## config.mk

```make
export PLATFORM = sky130hd
export DESIGN_NAME = rom_read_seq
export DESIGN_NICKNAME = d
export VERILOG_FILES = /design/src/rtl/rom_pkg.sv /design/src/rtl/rom_out_stage.sv /design/src/rtl/rom_read_seq.sv
export SDC_FILE = /design/constraint.sdc
export NUM_CORES = 1
export LEC_CHECK = 0
export BUFFER_PORTS_ARGS = -buffer_cell sky130_fd_sc_hd__buf_2
export CAP_MARGIN = 20
export CORE_UTILIZATION = 54
export DETAILED_ROUTE_END_ITERATION = 10
export PLACE_DENSITY = 0.83
export SETUP_SLACK_MARGIN = 0.5
export SYNTH_ARGS = -nofsm -noshare
export SYNTH_HDL_FRONTEND = slang
export SYNTH_SLANG_ARGS = --single-unit
```

## constraint.sdc

```tcl
create_clock -name clk -period 3.3 [get_ports clk]
set_clock_uncertainty 0.1 [all_clocks]
set_input_delay 0.165 -clock clk [delete_from_list [all_inputs] [get_ports clk]]
set_output_delay 0.165 -clock clk [all_outputs]
set_load 0.01 [all_outputs]
```

## src/rtl/rom_pkg.sv

```systemverilog
// Shared constants and types for the ROM read sequencer, the ROM and its bench.
package rom_pkg;

  localparam int unsigned ADDR_W   = 6;
  localparam int unsigned DATA_W   = 4;
  localparam int unsigned CNT_W    = ADDR_W + 1;
  localparam int unsigned ROM_DEPTH = 1 << ADDR_W;

  typedef enum logic [1:0] {
    IDLE  = 2'd0,
    READ  = 2'd1,
    DRAIN = 2'd2,
    DONE  = 2'd3
  } state_t;

  // One captured ROM word together with the address it came from.
  typedef struct packed {
    logic [ADDR_W-1:0] addr;
    logic [DATA_W-1:0] data;
  } beat_t;

  // Address increment; wraps naturally from ROM_DEPTH-1 back to 0.
  function automatic logic [ADDR_W-1:0] addr_inc(input logic [ADDR_W-1:0] a);
    return a + ADDR_W'(1);
  endfunction

endpackage

```

## src/rtl/rom_out_stage.sv

```systemverilog
// Valid/ready output register for captured ROM words.
// Ports:
//   clk, rst        - clock, synchronous active-high reset
//   i_load          - capture i_beat this cycle (caller guarantees o_can_load_c)
//   i_beat          - word + address to capture
//   i_ready         - downstream ready
//   o_valid         - registered word available
//   o_beat          - registered word + address, held while stalled
//   o_can_load_c    - register is empty or being emptied this cycle
//   o_accept_c      - handshake happening this cycle
module rom_out_stage
  import rom_pkg::*;
(
  input  logic  clk,
  input  logic  rst,
  input  logic  i_load,
  input  beat_t i_beat,
  input  logic  i_ready,
  output logic  o_valid,
  output beat_t o_beat,
  output logic  o_can_load_c,
  output logic  o_accept_c
);

  logic  r_valid;
  beat_t r_beat;

  assign o_can_load_c = ~r_valid | i_ready;
  assign o_accept_c   = r_valid & i_ready;

  // Load wins over drain so back-to-back beats flow at one per cycle.
  always_ff @(posedge clk) begin
    if (rst) begin
      r_valid <= 1'b0;
      r_beat  <= '0;
    end else if (i_load) begin
      r_valid <= 1'b1;
      r_beat  <= i_beat;
    end else if (r_valid && i_ready) begin
      r_valid <= 1'b0;
    end
  end

  assign o_valid = r_valid;
  assign o_beat  = r_beat;

endmodule

```

## src/rtl/rom_read_seq.sv

```systemverilog
// Burst address sequencer in front of the asynchronous 64x4 ROM. Accepts a
// (start_addr, count) command, walks the ROM address, captures rom_dout each
// cycle the output register can take it, and streams word+address downstream.
// Ports:
//   clk, rst                 - clock, synchronous active-high reset
//   start/start_addr/count   - burst command, sampled only in IDLE
//   busy                     - burst in progress (READ or DRAIN)
//   done                     - one-cycle completion pulse
//   rom_en/rom_addr          - ROM control, rom_dout returns combinationally
//   out_valid/out_data/out_addr/out_ready - output stream
module rom_read_seq
  import rom_pkg::*;
(
  input  logic              clk,
  input  logic              rst,
  input  logic              start,
  input  logic [ADDR_W-1:0] start_addr,
  input  logic [CNT_W-1:0]  count,
  output logic              busy,
  output logic              done,
  output logic              rom_en,
  output logic [ADDR_W-1:0] rom_addr,
  input  logic [DATA_W-1:0] rom_dout,
  output logic              out_valid,
  output logic [DATA_W-1:0] out_data,
  output logic [ADDR_W-1:0] out_addr,
  input  logic              out_ready
);

  state_t            r_state;
  state_t            w_state_nxt;
  logic [ADDR_W-1:0] r_cur_addr;
  logic [CNT_W-1:0]  r_remaining;
  logic              r_busy;
  logic              r_done;
  logic              r_rom_en;

  logic [ADDR_W-1:0] w_cur_addr_nxt;
  logic [CNT_W-1:0]  w_remaining_nxt;
  logic              w_busy_nxt;
  logic              w_done_nxt;
  logic              w_rom_en_nxt;

  logic              w_can_load;
  logic              w_accept;
  logic              w_cap;
  beat_t             w_cap_beat;
  beat_t             w_out_beat;

  // A capture happens in READ whenever the output register can accept a word.
  assign w_cap            = (r_state == READ) && w_can_load;
  assign w_cap_beat.addr  = r_cur_addr;
  assign w_cap_beat.data  = rom_dout;

  // State register.
  always_ff @(posedge clk) begin
    if (rst) r_state <= IDLE;
    else     r_state <= w_state_nxt;
  end

  // Next-state logic.
  always_comb begin
    w_state_nxt = r_state;
    unique case (r_state)
      IDLE: begin
        if (start) w_state_nxt = (count == '0) ? DONE : READ;
      end
      READ: begin
        if (w_cap && (r_remaining == CNT_W'(1))) w_state_nxt = DRAIN;
      end
      DRAIN: begin
        if (w_accept) w_state_nxt = DONE;
      end
      DONE: begin
        w_state_nxt = IDLE;
      end
      default: w_state_nxt = IDLE;
    endcase
  end

  // Output and datapath next values; status flags are decoded from the next
  // state so the registered outputs line up with the state they describe.
  always_comb begin
    w_cur_addr_nxt  = r_cur_addr;
    w_remaining_nxt = r_remaining;
    w_busy_nxt      = (w_state_nxt == READ) || (w_state_nxt == DRAIN);
    w_done_nxt      = (w_state_nxt == DONE);
    w_rom_en_nxt    = (w_state_nxt == READ);
    if ((r_state == IDLE) && start && (count != '0)) begin
      w_cur_addr_nxt  = start_addr;
      w_remaining_nxt = count;
    end else if (w_cap) begin
      w_cur_addr_nxt  = addr_inc(r_cur_addr);
      w_remaining_nxt = r_remaining - CNT_W'(1);
    end
  end

  // Registered outputs and burst counters.
  always_ff @(posedge clk) begin
    if (rst) begin
      r_cur_addr  <= '0;
      r_remaining <= '0;
      r_busy      <= 1'b0;
      r_done      <= 1'b0;
      r_rom_en    <= 1'b0;
    end else begin
      r_cur_addr  <= w_cur_addr_nxt;
      r_remaining <= w_remaining_nxt;
      r_busy      <= w_busy_nxt;
      r_done      <= w_done_nxt;
      r_rom_en    <= w_rom_en_nxt;
    end
  end

  rom_out_stage u_out_stage (
    .clk          (clk),
    .rst          (rst),
    .i_load       (w_cap),
    .i_beat       (w_cap_beat),
    .i_ready      (out_ready),
    .o_valid      (out_valid),
    .o_beat       (w_out_beat),
    .o_can_load_c (w_can_load),
    .o_accept_c   (w_accept)
  );

  assign busy     = r_busy;
  assign done     = r_done;
  assign rom_en   = r_rom_en;
  assign rom_addr = r_cur_addr;
  assign out_data = w_out_beat.data;
  assign out_addr = w_out_beat.addr;

endmodule

```

* Word level (Yosys, flattened, before mapping)
Cells that the tools add are included.
** Operators by class
- Add/sub/neg operators :: 2
- Multiply operators :: 0
- Divide/modulo/power cells :: 0
- Magnitude comparators :: 0
- Eq/ne operators :: 7
- Shifts and indexed selects :: 0
- Multiplexer cells :: 11
- Bitwise operators :: 3
- Reductions and logical operators :: 11
** Operator list (number)
- $mux W7 :: 2
- $mux W6 :: 2
- $eq A2 B2 Y1 const B :: 4
- $mux W2 :: 4
- $pmux W2 S4 :: 1
- $eq A7 B1 Y1 const B :: 1
- $logic_not A7 Y1 :: 1
- $reduce_bool A7 Y1 :: 1
- $sub A7 B1 Y7 const B :: 1
- $add A6 B1 Y6 const B :: 1
- $logic_and A1 B1 Y1 :: 5
- $eq A2 B1 Y1 const B :: 2
- $reduce_bool A2 Y1 :: 2
- $logic_not A2 Y1 :: 1
- $mux W1 :: 2
- $and A1 B1 Y1 :: 1
- $logic_or A1 B1 Y1 :: 1
- $not A1 Y1 :: 1
- $or A1 B1 Y1 :: 1
** Storage, ports and cells
- Register bits :: 29
- Latch bits :: 0
- Memory bits (writable) :: 0
- Bits in read-only memories :: 0
- Input bits :: 21
- Memories kept :: 0

* Depth between registers and ports, before layout
Gate-level depths: netlist of run 1.
- Depth after elaboration :: 8
- Gate-level depth with buffers :: 7

* Hierarchy
Synthesis of run 1 repeated with hierarchy kept, for this count alone.
** Unflattened totals
- Cells, all modules :: 150
- Area, all modules :: 1353.8 µm²
** Modules (own cells, without submodules)
- rom_read_seq :: instances 1, cells each 113, area an instance 958.4 µm², seq. area each 360.3 µm²
- rom_out_stage :: instances 1, cells each 37, area an instance 395.4 µm², seq. area each 220.2 µm²

* Worst setup path after synthesis of run 1
Ideal clock, no wire load.
- Path kind :: register -> register
- Start point :: register r_remaining[2]
- End point :: register r_busy, in the netlist busy
- Library setup time :: 0.126 ns
- Arrival :: 1.398 ns
- Required time :: 3.074 ns
- Setup slack :: 1.675 ns
- Stages on the path, launching flop included :: 7
- Path buffers :: 0
- Clock period less this slack :: 1.625 ns
- Path through :: dfxtp_1 -> nor4_1 -> nand4b_1 -> a2bb2oi_1 -> inv_1 -> ha_1 -> nor2_1
** Between the ends
- Longest elaborated chain between the ends :: 6
- Elaborated cells between the ends (all ways) :: 7
** RTL lines
- start, declared :: RTL line rom_read_seq.sv:33 : logic [CNT_W-1:0] r_remaining;
- start signal, assigned :: RTL line rom_read_seq.sv:108 : r_remaining <= w_remaining_nxt;
- $eq A7 B1 Y1 * :: RTL line rom_read_seq.sv:69 : if (w_cap && (r_remaining == CNT_W'(1))) w_state_nxt = DRAIN;
- $logic_and A1 B1 Y1 * :: RTL line rom_read_seq.sv:69
- $mux W2 * :: RTL line rom_read_seq.sv:69
- $pmux W2 S4 * :: RTL line rom_read_seq.sv:64 : unique case (r_state)
- $eq A2 B1 Y1 or $eq A2 B2 Y1 (tied branches) :: RTL line rom_read_seq.sv:86 : w_busy_nxt = (w_state_nxt == READ) || (w_state_nxt == DRAIN);
- $logic_or A1 B1 Y1 * :: RTL line rom_read_seq.sv:86
- end signal, assigned :: RTL line rom_read_seq.sv:109 : r_busy <= w_busy_nxt;
- end, declared :: RTL line rom_read_seq.sv:34 : logic r_busy;
Mark *: on every way between the ends. The rest lies on a longest branch, timed or not.
A chain may end at the register's enable or synchronous reset.

* Worst setup path after layout of run 1
Ends and elaborated chain as after synthesis.

==> flow_summary.yaml, run 1 <==
detailed_routing:
  drt_wl_total_um: 3325
  vias: 1365
  ant_nets: 0
  initialDrtViolationCount: 26
  post_drt_wl_per_cell_um: 14.03
  vias_per_cell: 5.759
  drcViolationCount: 0
  drt_pre_antenna_iters: 4
timing:
  max_freq_ghz: 0.5059
  fin_ws_ns: 1.323
  fin_crit_ns: 1.977
  grt_setup_unrepaired: "false"
  fin_crit_sh: 0.5990
  fin_tns_setup_ns: 0
  setup_violations: 0
  slew_headroom: 0.5292
  hold_viol_final: 0
  timing.final.max_slew_violations: 0
  worstMarginPinSlew_ns: 0.7036
synthesis:
  syn_nets: 186
  syn_inst: 161
  ys_types: 43
  synth.largest_area_cell: "dfxtp_1"
  seq_area_frac_synth: 0.4184
  synthTopCellsByCount: "dfxtp_1 (29), nand2_1 (28), a21oi_1 (16)"
  synth_xor_xnor_area_share: 0.02525
  yosys.area.top_type_share: 0.4184
  ys_ff_latch: 29
  yosysMostFrequentCell: "dfxtp_1"
  synth_edf_count: 0
  synth-compound-area-share: 0.1975
  ys_async_sr_fraction: 0
  synth_top_family_by_area: "simple AND/OR/NAND/NOR gates"
  syn_area_mm2: 0.001388
  synth_area_per_cell_um2: 8.619
  synth_ff_type: "dfxtp_1"
  synth_area_leaders: "dfxtp_1 (42%), nand2_1 (7.6%), a21oi_1 (5.8%), nand3_1 (4.3%), ha_1 (3.6%)"
  synthAdderAreaFrac: 0.03607
  yosys_warnings: 0
  synthMuxAreaShare: 0.007214
  synthSimpleGateAreaFrac: 0.2705
die:
  dieWidth_um: 52.69
  start_util: 0.5652
  io_pins: 41
  rows: 18
  coreArea_mm2: 0.002455
  dieArea_mm2: 0.002776
  die_y_um: 52.69
pwr:
  vdd_drop_max_uv: 379.7
  p_per_area_mw_per_mm2: 479.2
  p_leak_uw: 0.0007095
grt:
  grt_usage: 0.2547
  grt_max_degree: 30
  grt_first_pass_wirelength_um: 5092
  first_global_vias: 1161
  gr-total-overflow: 0
  antenna_found_initial: 0
setup_path:
  crit_buf_inv: 1
  startpoint_type: "flip-flop"
  endpoint_kind: "flip-flop"
  regToRegStartpoint: "r_remaining[2]"
  r2r_end: "busy"
  r2r_slack_ns: 1.32
  critPathRequiredTime_ns: 3.45
  reg2reg_depth: 6
  crit_family: "simple AND/OR/NAND/NOR gates"
  path_cells: "nor4_1 > nand4b_1 > o22ai_1 > inv_1 > ha_1 > nor2_1"
  worstPathMaxFanout: 5
  worstSetupPathType: "flip-flop to flip-flop"
  critPathArrivalTime_ns: 2.13
  cp_slowest_stage_delay_ns: 0.50
  crit_path_top_delay_cell: "nor4_1"
final_layout:
  seqCellArea_um2: 580.6
  drive_gt1_frac: 0.2657
  fin_area_mm2: 0.001684
  layout.nets: 231
  area_growth_pct: 21.37
  multi_input_area_um2: 744.5
  antenna_cells: 0
  filler_cell_count: 207
  fin_util: 0.6860
min_path:
  holdPathStages: 3
  hold_path.class: "primary input to flip-flop"
  hold_path.startpoint: "count[0]"
  min_to: "r_remaining[0]"
clocking:
  clk_latency_ns: 0.33
  cts.sinks: 29
  cts_tree: "yes"
  cts.repair.resized: 0
  tritoncts.num_buffers: 5
  cts_buffer_depth: 2
  htreeDepth: 2
  cts_setup_buffers: 0
  cts_root_buffer: "clkbuf_4"
  clk_pin_slew_worst_paths_ns: 0.09
placement:
  placed_cell_area_mm2: 0.001585
  gp_congestion: 0.8125
  dp_hpwl_um: 2242
  dp_slack_ns: 1.406
  portBuffers: 40
run_status:
  status: "completed"
job:
  cap_viol_max_count: 0
==> stage by stage <==
step           hold WS, ns  power, uW  instances
2_1_floorplan       0.2010      551.7        161
3_3_place_gp        0.3097      598.9        224
3_5_place_dp        0.3163      607.4        224
4_1_cts           0.008411      806.8        237
5_1_grt            0.02315      849.5        237
6_report           0.01589      807.0        237
==> final cells by class <==
class	instances	share of cell area
inverters	4	0.008915
repair buffers	46	0.1530
clock buffers	8	0.02897
well taps	30	0.02229
multi-input cells	120	0.4420
flip-flops and latches	29	0.3447
==> worst max-delay path by stage <==
stage          slack, ns  endpoint            from  cells past startpoint
2_1_floorplan       1.68      busy  r_remaining[2]                      6
3_3_place_gp        1.45      busy  r_remaining[2]                      6
3_5_place_dp        1.41      busy  r_remaining[2]                      6
4_1_cts             1.37      busy  r_remaining[2]                      6
5_1_grt             1.08      busy  r_remaining[2]                      6
6_report            1.32      busy  r_remaining[2]                      6
==> where the power goes <==
part           switching (uW)  internal (uW)
Clock                     115           84.7
Sequential               29.2            381
Combinational             109           88.6
==> worst reg2reg max path: cells and delay by family (launching register included) <==
kind	cells	cell delay, ns
buf+inv	1	0.07
simple gates	3	0.82
fa+ha+maj	1	0.28
flops	1	0.36
compound gates	1	0.27
==> logic make-up (layout without fill, tap and decap cells) <==
kind of cell / after synthesis / in the layout
buf+inv: 12 / 58
fa+ha+maj: 4 / 4
mux: 1 / 1
simple gates: 71 / 71
xor+xnor: 4 / 4
flops: 29 / 29
compound gates: 40 / 40
==> cell usage in the layout, fill, tap and decap left out, types with 3 or more instances in the layout <==
| cell | netlist | layout |
|---|---|---|
| nand3_1 | 12 | 12 |
| nor4_1 | 3 | 3 |
| inv_1 | 4 | 4 |
| clkbuf_4 | 0 | 5 |
| dlygate4sd3_1 | 0 | 5 |
| nor2_1 | 6 | 6 |
| clkbuf_1 | 3 | 3 |
| a31oi_1 | 7 | 7 |
| a21oi_1 | 16 | 16 |
| dfxtp_1 | 29 | 29 |
| buf_2 | 1 | 40 |
| nand2_1 | 28 | 28 |
| a21boi_0 | 3 | 3 |
| ha_1 | 4 | 4 |
| nor2b_1 | 7 | 7 |
| xor2_1 | 3 | 3 |
==> what timing repair did <==
action                                 4_1_cts  5_1_grt
setup endpoints to repair                    0        0
hold buffers                                 5        0
endpoints found under the hold margin        5        0
==> flip-flops by register name (all words and copies together) (netlist names) <==
signal and flops:
rom_addr 6, busy 1, done 1, rom_en 1, u_out_stage.o_valid 1, r_remaining 7, r_state 2, u_out_stage.o_beat 10
==> routing by layer <==
layer,track usage,vias to the layer above,routed length [um]
met3,0.08116,8,221
li1,-,664,-
met5,0,-,0
met4,0.1009,0,67
met2,0.4135,59,1662
met1,0.3077,634,1373
Note: power is estimated with default switching activity, not from simulation.
==> run 2: changes to the inputs <==
- CORE_ASPECT_RATIO: not set -> 2
- CORE_UTILIZATION: 54 -> 50
- PLACE_DENSITY: 0.83 -> 0.78
- clock period: 3.3 -> 1.84 ns (I/O delays scaled with it)
==> flow_summary.yaml, run 2 (synthesized netlist as in run 1, its figures left out) <==
run_status:
  status: "completed"
timing:
  max_freq_ghz: 0.6079
  grt_setup_unrepaired: "true"
  fin_crit_ns: 1.645
  setup_violations: 0
  fin_tns_setup_ns: 0
  slew_headroom: 0.6282
  hold_viol_final: 0
  fin_crit_sh: 0.8941
  worstMarginPinSlew_ns: 0.5577
  timing.final.max_slew_violations: 0
die:
  dieWidth_um: 39.25
  start_util: 0.5332
  rows: 26
  dieArea_mm2: 0.003003
  die_y_um: 76.50
  coreArea_mm2: 0.002603
  io_pins: 41
setup_path:
  crit_path_start: "r_remaining[5]"
  critPathRequiredTime_ns: 1.89
  endpoint_kind: "flip-flop"
  regToRegStartpoint: "r_remaining[5]"
  worstPathMaxFanout: 3
  r2r_slack_ns: 0.19
  worstSetupPathType: "flip-flop to flip-flop"
  r2r_end: "busy"
  reg2reg_depth: 6
  critPathArrivalTime_ns: 1.69
  startpoint_type: "flip-flop"
placement:
  gp_congestion: 0.7440
  portBuffers: 40
  dp_hpwl_um: 2437
min_path:
  hold_path.startpoint: "count[0]"
  hold_path.class: "primary input to flip-flop"
  holdPathStages: 3
  min_to: "r_remaining[0]"
clocking:
  tritoncts.num_buffers: 5
  clk_pin_slew_worst_paths_ns: 0.06
  cts_tree: "yes"
  clk_latency_ns: 0.28
  htreeDepth: 2
  cts_buffer_depth: 2
  cts_root_buffer: "clkbuf_8"
  cts.sinks: 29
grt:
  grt_usage: 0.2871
  grt_first_pass_wirelength_um: 6258
  first_global_vias: 1477
  grt_max_degree: 30
  gr-total-overflow: 0
  antenna_found_initial: 0
final_layout:
  layout.nets: 250
  largest_reg_flops: 10
  drive_gt1_frac: 0.4115
  filler_cell_count: 191
  final_cell_mix: "buf_2 (40), nand2_1 (28), dfxtp_1 (23)"
  final_common_cell: "buf_2"
  area_growth_pct: 45.72
  fin_util: 0.7769
  antenna_cells: 0
pwr:
  p_seq_frac: 0.424
  vdd_drop_max_uv: 794.1
  power_frac_comb: 0.278
  p_per_area_mw_per_mm2: 874.1
  p_sw_uw: 531.1
  p_sw_frac: 0.3005
  p_leak_uw: 0.0008540
  internal_power_uw: 1236
  clockPowerShare: 0.299
detailed_routing:
  drt_wl_total_um: 4089
  ant_nets: 0
  post_drt_wl_per_cell_um: 16.10
  initialDrtViolationCount: 30
  vias_per_cell: 5.850
  drt_pre_antenna_iters: 4
  drcViolationCount: 0
  vias: 1486
job:
  cap_viol_max_count: 0
==> run 2: cell count changes in the layout (fill, tap and decap cells not counted), sizes merged <==
cell,previous run,this run
buf,41,56
dlygate4sd3,5,8
a21bo,1,2
==> run 2: how the worst max path moves through the flow <==
stage                      end
after detailed placement  busy
after CTS                 busy
after global placement    busy
after floorplan           busy
final                     busy
after global routing      busy
==> run 2: through the flow <==
step | std cells | setup slack [ns] | area [um2] | hold WS, ns | total power, uW
after detailed placement | 225 | 0.1824 | 1657 | 0.2502 | 1132
after global routing | 254 | 0.09394 | 2022 | 0.01175 | 1841
final | 254 | 0.1949 | 2022 | 0.003426 | 1767
after CTS | 251 | 0.2057 | 1967 | 0.004822 | 1732
after global placement | 225 | 0.2116 | 1657 | 0.2338 | 1112
after floorplan | 161 | 0.3289 | 1439 | 0.1280 | 1016
==> run 2: power by group through the flow <==
stage | sequential [uW] | clock [uW] | combinational [uW]
finish | 749 | 528 | 491
floorplan | 765 | 0 | 251
detailed placement | 760 | 0 | 373
CTS | 745 | 532 | 456
global route | 754 | 559 | 528
global placement | 754 | 0 | 358
==> run 2: critical path, cell delays in order, from the launching register on <==
cell	delay, ns
dfxtp_2	0.33
nor4_4	0.32
nand4b_1	0.21
o22ai_2	0.20
inv_1	0.06
ha_1	0.26
nor2_1	0.03
==> run 2: layout make-up <==
| class | count | area, um2 | share of cell area |
|---|---|---|---|
| Clock buffer | 8 | 90.09 | 0.04455 |
| Inverter | 4 | 15.01 | 0.007426 |
| Multi-Input combinational cell | 121 | 860.8 | 0.4257 |
| Sequential cell | 29 | 593.1 | 0.2933 |
| Tap cell | 28 | 35.03 | 0.01733 |
| Timing Repair Buffer | 64 | 427.9 | 0.2116 |
==> run 2: routing by layer <==
layer | global-route usage | vias up | part of all wire
li1 | - | 709 | -
met1 | 0.2788 | 706 | 0.37
met2 | 0.5383 | 58 | 0.56
met3 | 0.05248 | 13 | 0.038
met4 | 0.1034 | 0 | 0.023
met5 | 0 | - | 0
==> run 2: timing repair <==
action | 4_1_cts | 5_1_grt
hold buffers | 8 | 0
endpoints found under the setup margin | 22 | 27
gates resized for setup | 13 | 8
endpoints found under the hold margin | 8 | 0
pin swaps | 4 | 4
cloned | 1 | 0
buffers inserted | 9 | 3
==> run 3: changes to the inputs <==
- BUFFER_PORTS_ARGS: -buffer_cell sky130_fd_sc_hd__buf_2 -> -buffer_cell sky130_fd_sc_hd__clkbuf_2
- CORE_UTILIZATION: 50 -> 43
- PLACE_DENSITY: 0.78 -> 0.68
- RECOVER_POWER: not set -> 25
==> flow_summary.yaml, run 3 (synthesized netlist as in run 1, its figures left out) <==
pwr:
  internal_power_uw: 1253
  p_per_area_mw_per_mm2: 849.2
  p_seq_frac: 0.419
  p_leak_uw: 0.0008578
  vdd_drop_max_uv: 891.9
  clockPowerShare: 0.293
  power_frac_comb: 0.289
  finalPower_uw: 1805
  p_sw_frac: 0.3057
  p_sw_uw: 551.8
final_layout:
  largest_reg_flops: 10
  area_growth_pct: 53.20
  final_cell_mix: "nand2_1 (28), clkbuf_2 (28), dfxtp_1 (22)"
  drive_gt1_frac: 0.3906
  fin_util: 0.7056
  filler_cell_count: 231
  layout.nets: 258
  antenna_cells: 0
detailed_routing:
  drt_pre_antenna_iters: 4
  ant_nets: 0
  dr_wl_met3_um: 208
  vias_per_cell: 5.768
  wl_met1_um: 1493
  drt_wl_total_um: 4158
  topRoutingLayerUsed: "met4"
  routed-wl-met2_um: 2332
  drcViolationCount: 0
  post_drt_wl_per_cell_um: 15.81
  vias: 1517
  initialDrtViolationCount: 45
timing:
  setup_violations: 0
  hold_viol_final: 0
  fin_tns_setup_ns: 0
  slew_headroom: 0.5724
  worstMarginPinSlew_ns: 0.6361
  grt_setup_unrepaired: "true"
  max_freq_ghz: 0.5963
  fin_crit_ns: 1.677
  fin_crit_sh: 0.9114
  timing.final.max_slew_violations: 0
setup_path:
  endpoint_kind: "flip-flop"
  crit_path_top_delay_cell: "dfxtp_4"
  cp_slowest_stage_delay_ns: 0.35
  startpoint_type: "flip-flop"
  worstPathMaxFanout: 3
  critPathRequiredTime_ns: 1.89
  worstSetupPathType: "flip-flop to flip-flop"
  critPathArrivalTime_ns: 1.72
  path_cells: "nor4_4 > nand4b_1 > o22ai_2 > inv_1 > ha_1 > nor2_1"
  r2r_slack_ns: 0.16
  crit_buf_inv: 1
  crit_family: "simple AND/OR/NAND/NOR gates"
clocking:
  cts_buffer_depth: 2
  cts.sinks: 29
  htreeDepth: 2
  tritoncts.num_buffers: 5
  clk_latency_ns: 0.28
  clk_pin_slew_worst_paths_ns: 0.06
  cts_tree: "yes"
  cts_root_buffer: "clkbuf_8"
grt:
  grt_usage: 0.2244
  antenna_found_initial: 0
  first_global_vias: 1381
  gr-total-overflow: 0
  grt_first_pass_wirelength_um: 5989
  grt_max_degree: 30
die:
  start_util: 0.4605
  die_y_um: 82.34
  dieWidth_um: 42.17
  rows: 28
  dieArea_mm2: 0.003472
  coreArea_mm2: 0.003013
  io_pins: 41
placement:
  dp_hpwl_um: 2534
  portBuffers: 40
  gp_congestion: 0.7745
job:
  cap_viol_max_count: 0
run_status:
  status: "completed"
min_path:
  hold_path.class: "primary input to flip-flop"
## run 3: worst paths after layout
path | from | endpoint | depth (start not counted)
min | start_addr[0] | rom_addr[0] | 3
max | r_remaining[3] | busy | 6
max reg2reg | r_remaining[3] | busy | 6
min reg2reg | u_out_stage.o_beat[5] | u_out_stage.o_beat[5] | 2
## run 3: worst reg2reg max path, delay by kind of cell, from the launching register on
family,cells,cell delay (ns)
simple gates,3,0.55
fa+ha+maj,1,0.27
buf+inv,1,0.06
flops,1,0.35
compound gates,1,0.21
## run 3: final cells by class
type	instances	area, um2	area share
tap	30	37.54	0.01766
multi-input combinational	121	898.4	0.4226
inverter	4	15.01	0.007063
timing repair buffer	72	494.2	0.2325
sequential	29	594.3	0.2796
clock buffer	7	86.33	0.04061
## run 3: through the flow
step	cells	setup WS (ns)	hold WS, ns	cell area, um2
3_3_place_gp	228	0.2132	0.2177	1667
5_1_grt	263	0.06661	0.01457	2126
3_5_place_dp	228	0.1824	0.2246	1667
4_1_cts	251	0.1780	0.004966	1947
6_report	263	0.1631	0.004724	2126
2_1_floorplan	161	0.3289	0.1280	1439
## run 3: power by group through the flow
stage | registers [uW] | logic, uW | clock network, uW
final | 756 | 521 | 528
after global placement | 757 | 362 | 0
after global routing | 763 | 564 | 549
after CTS | 748 | 430 | 527
after detailed placement | 761 | 373 | 0
after floorplan | 765 | 251 | 0
## run 3: what timing repair did
action,in CTS,in global routing
setup buffers,6,10
endpoints found under the hold margin,10,0
pin swaps,3,9
cloned,0,2
hold buffers,10,0
resized for setup,10,21
setup endpoints to repair,16,23
## run 3: metal layers
layer / up-vias / global-route usage
li1: 715 / -
met1: 726 / 0.2140
met2: 62 / 0.4400
met3: 14 / 0.05217
met4: 0 / 0.1000
met5: - / 0
